==> src/rtl/corr_spectrum_mult.sv <==
// Complex spectrum multiplier for correlation: joins two AXI-Stream operand
// streams, forms a*conj(b) (or a*b), then rounds, shifts and saturates the
// product through a three-stage pipeline that stalls as a single unit.
module corr_spectrum_mult #(
    parameter int DATA_W  = 16,
    parameter int CONJ    = 1,
    parameter int SHIFT_W = 5
) (
    input  logic                  aclk,
    input  logic                  aresetn,
    input  logic [2*DATA_W-1:0]   s_a_tdata,
    input  logic                  s_a_tvalid,
    output logic                  s_a_tready,
    input  logic                  s_a_tlast,
    input  logic [2*DATA_W-1:0]   s_b_tdata,
    input  logic                  s_b_tvalid,
    output logic                  s_b_tready,
    input  logic                  s_b_tlast,
    output logic [2*DATA_W-1:0]   m_tdata,
    output logic                  m_tvalid,
    input  logic                  m_tready,
    output logic                  m_tlast,
    input  logic [SHIFT_W-1:0]    shift,
    input  logic                  clear_flags,
    output logic                  overflow,
    output logic                  tlast_err
);

    localparam int PW     = 2*DATA_W + 1;
    localparam int MAX_SH = 2*DATA_W;
    localparam int SH_W   = $clog2(MAX_SH + 1);
    localparam logic signed [PW:0] MAX_V = (PW+1)'(2**(DATA_W-1) - 1);
    localparam logic signed [PW:0] MIN_V = -(PW+1)'(2**(DATA_W-1));

    // The whole pipeline moves together whenever the output slot can take a beat.
    logic adv;
    logic accept;
    assign adv        = m_tready | ~m_tvalid;
    assign s_a_tready = s_b_tvalid & adv;
    assign s_b_tready = s_a_tvalid & adv;
    assign accept     = s_a_tvalid & s_b_tvalid & adv;

    logic [SH_W-1:0] shift_sat;

    // Shift amounts beyond the full product width behave as the full width.
    always_comb begin
        shift_sat = SH_W'(shift);
        if (32'(shift) > 32'(MAX_SH)) begin
            shift_sat = SH_W'(MAX_SH);
        end
    end

    logic                     s1_valid;
    logic                     s1_last;
    logic [SH_W-1:0]          s1_shift;
    logic signed [DATA_W-1:0] s1_ar, s1_ai, s1_br, s1_bi;

    // Stage 1: register the joined operands together with their own shift amount.
    always_ff @(posedge aclk or negedge aresetn) begin
        if (!aresetn) begin
            s1_valid <= 1'b0;
            s1_last  <= 1'b0;
            s1_shift <= '0;
            s1_ar    <= '0;
            s1_ai    <= '0;
            s1_br    <= '0;
            s1_bi    <= '0;
        end else if (adv) begin
            s1_valid <= accept;
            if (accept) begin
                s1_last  <= s_a_tlast;
                s1_shift <= shift_sat;
                s1_ar    <= s_a_tdata[DATA_W-1:0];
                s1_ai    <= s_a_tdata[2*DATA_W-1:DATA_W];
                s1_br    <= s_b_tdata[DATA_W-1:0];
                s1_bi    <= s_b_tdata[2*DATA_W-1:DATA_W];
            end
        end
    end

    logic signed [2*DATA_W-1:0] p_rr, p_ii, p_ir, p_ri;
    logic signed [PW-1:0]       re_sum, im_sum;
    assign p_rr = s1_ar * s1_br;
    assign p_ii = s1_ai * s1_bi;
    assign p_ir = s1_ai * s1_br;
    assign p_ri = s1_ar * s1_bi;

    // Partial products combine at one extra bit so no sum can wrap.
    always_comb begin
        if (CONJ != 0) begin
            re_sum = $signed({p_rr[2*DATA_W-1], p_rr}) + $signed({p_ii[2*DATA_W-1], p_ii});
            im_sum = $signed({p_ir[2*DATA_W-1], p_ir}) - $signed({p_ri[2*DATA_W-1], p_ri});
        end else begin
            re_sum = $signed({p_rr[2*DATA_W-1], p_rr}) - $signed({p_ii[2*DATA_W-1], p_ii});
            im_sum = $signed({p_ir[2*DATA_W-1], p_ir}) + $signed({p_ri[2*DATA_W-1], p_ri});
        end
    end

    logic                 s2_valid;
    logic                 s2_last;
    logic [SH_W-1:0]      s2_shift;
    logic signed [PW-1:0] s2_re, s2_im;

    // Stage 2: register the full-precision complex product.
    always_ff @(posedge aclk or negedge aresetn) begin
        if (!aresetn) begin
            s2_valid <= 1'b0;
            s2_last  <= 1'b0;
            s2_shift <= '0;
            s2_re    <= '0;
            s2_im    <= '0;
        end else if (adv) begin
            s2_valid <= s1_valid;
            if (s1_valid) begin
                s2_last  <= s1_last;
                s2_shift <= s1_shift;
                s2_re    <= re_sum;
                s2_im    <= im_sum;
            end
        end
    end

    // Round half-up, arithmetic shift, clamp; the top bit of the result flags a clamp.
    function automatic logic [DATA_W:0] round_sat(input logic signed [PW-1:0] v,
                                                  input logic [SH_W-1:0] sh);
        logic signed [PW:0] ext;
        logic signed [PW:0] rnd;
        logic signed [PW:0] shifted;
        ext = {v[PW-1], v};
        rnd = '0;
        if (sh != '0) begin
            rnd = (PW+1)'(1) << (sh - 1'b1);
        end
        shifted = (ext + rnd) >>> sh;
        if (shifted > MAX_V) begin
            return {1'b1, MAX_V[DATA_W-1:0]};
        end else if (shifted < MIN_V) begin
            return {1'b1, MIN_V[DATA_W-1:0]};
        end
        return {1'b0, shifted[DATA_W-1:0]};
    endfunction

    logic [DATA_W:0] re_res, im_res;
    logic            ovf_set, tlast_set;
    assign re_res    = round_sat(s2_re, s2_shift);
    assign im_res    = round_sat(s2_im, s2_shift);
    assign ovf_set   = adv & s2_valid & (re_res[DATA_W] | im_res[DATA_W]);
    assign tlast_set = accept & (s_a_tlast != s_b_tlast);

    // Stage 3: output register, held while the consumer stalls.
    always_ff @(posedge aclk or negedge aresetn) begin
        if (!aresetn) begin
            m_tvalid <= 1'b0;
            m_tlast  <= 1'b0;
            m_tdata  <= '0;
        end else if (adv) begin
            m_tvalid <= s2_valid;
            if (s2_valid) begin
                m_tlast <= s2_last;
                m_tdata <= {im_res[DATA_W-1:0], re_res[DATA_W-1:0]};
            end
        end
    end

    // Sticky flags: a new event in the same cycle as a clear keeps the flag set.
    always_ff @(posedge aclk or negedge aresetn) begin
        if (!aresetn) begin
            overflow  <= 1'b0;
            tlast_err <= 1'b0;
        end else begin
            overflow  <= ovf_set   | (overflow  & ~clear_flags);
            tlast_err <= tlast_set | (tlast_err & ~clear_flags);
        end
    end

endmodule

==> config.mk <==
export PLATFORM = sky130hd
export DESIGN_NAME = corr_spectrum_mult
export DESIGN_NICKNAME = d
export VERILOG_FILES = /design/src/rtl/corr_spectrum_mult.sv
export SDC_FILE = /design/constraint.sdc
export NUM_CORES = 2
export LEC_CHECK = 0
export ABC_AREA = 1
export CAP_MARGIN = 20
export CORE_UTILIZATION = 45
export CTS_CLUSTER_SIZE = 20
export DETAILED_ROUTE_END_ITERATION = 16
export GPL_TIMING_DRIVEN = 0
export SLEW_MARGIN = 20
export SYNTH_ARGS = -nofsm -noshare
export SYNTH_HDL_FRONTEND = slang
export SYNTH_SLANG_ARGS = --single-unit
==> constraint.sdc <==
create_clock -name aclk -period 9.6 [get_ports aclk]
set_input_delay 1.92 -clock aclk [delete_from_list [all_inputs] [get_ports aclk]]
set_output_delay 1.92 -clock aclk [all_outputs]
set_load 0.01 [all_outputs]
==> results.md <==
* Status: finished, violations left
* Failing checks: design-rule violations
* Total track usage at 38.2%
* Die height at 355 µm
* Grt total ovfl at 0
* Setup_tns at 0 ns
* Top Ports at 115
* FMAX at 106 MHz
* Hold Path End: m_tvalid
* DP Worst Slack at -0.308 ns
* Post-synth top cells: inv_1, nand2_1, fa_1, nand3_1, ha_1
* Family with the most delay on the worst path: adder cells
* Clk_lat worst skew at 0.57 ns
* Worst Hold Launch: s2_valid
* Final setup violation count at 0
* GPL Wtd Cong at 1.03
* Clk_skew at 0.0265 ns
* CP Launch Type: register
* Sequential cell area at 4500 µm²
* Hold WC Path Type: reg2reg
* Root Buffer: clkbuf_16
* Row count at 129
* Post-synth EDFFs at 0
* Post-Syn Area at 56,200 µm²
* Final Hold Viols at 0
* Worst EP required at 10.01 ns
* Worst path max stage delay at 0.99 ns
* Die W at 355 µm
* Starting Density at 45.4%
* Hold path cells at 2
* RSZ-0062 raised after global routing: yes
* Vias per Instance at 5.31
* Critical path fanouts, max at 10
* Synth Flop Type: dfrtp_1
* Starting DRT DRC Count at 3,712
* CTS tree: yes
* # fillers at 12,602
* Final ANT Viol Nets at 0
* Vias in the first global route at 50,321
* Clock Path Buffers at 2
* Crit end category: register
* Max_cap viols at 0
* First drt pass iteration count at 14
* Fin nets at 8,859
* Type of the worst setup path: reg2reg
* Total CTS buffers at 17
* # DRC at 52
* Reg-to-Reg End: s2_re[31]
* Post-synth top area share at 41.8%
* H-tree Lvls at 4
* Relative slew slack at 10.7%
* Setup slack after layout at 0.127 ns
* Placed cell areas at 59,600 µm²
* Synth area leader: fa_1
* Layout cell share with drive strength beyond 1 at 6.27%
* Seq/Total Area, Yosys at 8.02%
* Cell depth of the worst flop-to-flop path at 34
* Max Slew Vio Count at 0
* Ys async rst share at 100%
* CTS clk-pin slew, worst paths at 0.08 ns
* Avg Cell Area, Syn at 7.92 µm²
* Worst R2R Setup Slack at 0.13 ns
* Fin crit share at 98.7%
* Routed len/inst at 26.4 µm
* Via count at 47,303
* DP HPWL at 200,000 µm
* Detailed Route WL at 235,000 µm
* Synth Warn # at 0
* Critical Path AT at 9.88 ns
* First-pass GRT wire length at 339,000 µm
* CTS sink count at 180
* Slew @ Worst Pin at 1.34 ns
* Largest net degree at the start of global routing at 82
* Area contributors post-synth: fa_1, inv_1, nand2_1, ha_1, dfrtp_1
* Min Tclk post-route at 9.47 ns
* Highest-delay cell along the critical path: buf_1
* Fin area at 60,400 µm²
* Yosys reg bits at 180
* WP buf/inv at 7
* Input/output buffers at 114
* Reg-to-reg startpoint: s1_ai[11]
* Syn Inst Count at 7,091
* Multi-input logic area at 43,400 µm²
* Die Area at 126,000 µm²
* Initial antenna violation count at 10
* Area Overhead vs Synth at 7.49%
* Core box area at 124,000 µm²
* CP dominant cell by count: fa_1
* Hold_buf cts at 0
* Most frequent cell after synthesis: inv_1
* Distinct cells, synth at 65
tightest hold or removal path, cell delays in order (launching register included):
cell     delay (ns)
dfrtp_1        0.34
inv_1          0.06
nand2_1        0.06
logic make-up (layout without fill, tap and decap cells):
group | Yosys count | count (layout) | share of synthesized area (%)
flops | 180 | 180 | 8.02
simple gates | 2557 | 2557 | 19.6
other cells | 1 | 9 | 0.00668
buf+inv | 2173 | 2339 | 14.8
fa+ha+maj | 1535 | 1535 | 49.9
mux | 62 | 62 | 1.23
compound gates | 461 | 461 | 4.57
xor+xnor | 122 | 122 | 1.90
cell type report:
class | count | share of cell area (%)
diodes | 5 | 0.0207
plain buffers | 333 | 2.46
clock buffers | 18 | 0.711
clock inverters | 14 | 0.257
inverters | 1839 | 11.5
multi-input cells | 4741 | 71.9
flip-flops and latches | 180 | 7.46
well taps | 1637 | 3.39
repair buffers | 135 | 2.32
metrics by stage:
| step | instances | hold WS (ns) | util, % |
|---|---|---|---|
| floorplan | 7094 | 0.431 | - |
| global placement | 8845 | 0.449 | 48.0 |
| detailed placement | 8856 | 0.463 | 48.1 |
| CTS | 8888 | 0.483 | 48.6 |
| global route | 8897 | 0.505 | 48.8 |
| finish | 8902 | 0.482 | 48.8 |
how the worst max path moves through the flow:
stage | from | to | slack [ns] | cells past startpoint
final | s1_ai[11] | s2_re[31] | 0.13 | 34
after global routing | s1_ar[4] | s2_re[31] | -0.09 | 32
after CTS | s1_ar[7] | s2_re[31] | 0.0007 | 34
after detailed placement | s1_ai[15] | s2_re[32] | -0.31 | 25
after global placement | aresetn | s1_bi[8] | -2.21 | 1
after floorplan | s1_bi[0] | s2_im[32] | 2.21 | 27
sequential cells by signal, indices dropped and copies added, names as in the netlist, 5 cells and up:
register / count
s1_shift: 5
m_tdata: 32
s2_shift: 5
s1_bi: 16
s1_ar: 16
s1_br: 16
s2_im: 33
s1_ai: 16
s2_re: 33
cell usage in the layout (no fill, tap or decap), types with 16 or more instances in the layout:
cell             Yosys  layout
inv_1             1811    1809
nand2_1           1654    1651
fa_1              1173    1173
nand3_1            415     415
ha_1               362     362
nor2_1             251     251
clkbuf_1           272     190
o21ai_0            180     180
dfrtp_1            180     180
a21oi_1            169     168
clkdlybuf4s50_1      0     113
clkbuf_2             0      80
xor2_1              70      68
nand2_2             55      58
mux2_2              58      58
xnor2_1             52      52
nand3_2             39      39
or2_2               31      31
nor3_1              30      29
buf_2               26      27
buf_1               23      23
inv_2               23      23
a31oi_1             19      19
o21ai_1             18      18
clkbuf_16            0      17
nand4_1             16      16
what timing repair did:
| item | in CTS | in global routing |
|---|---|---|
| endpoints found under the hold margin | 0 | 0 |
| endpoints found under the setup margin | 4 | 6 |
| buffers inserted | 0 | 9 |
| gates resized for setup | 5 | 146 |
| cloned | 0 | 0 |
per-layer routing:
| layer | vias up | GRT usage, % | routed length, µm |
|---|---|---|---|
| met1 | 23511 | 42.9 | 83100 |
| met3 | 670 | 5.74 | 15200 |
| li1 | 21092 | - | - |
| met5 | - | 0 | 0 |
| met4 | 0 | 32.3 | 24100 |
| met2 | 2030 | 64.2 | 113000 |
Power is not shown: default switching activity piles up to over one toggle a cycle in this logic, so the estimate is an artifact.
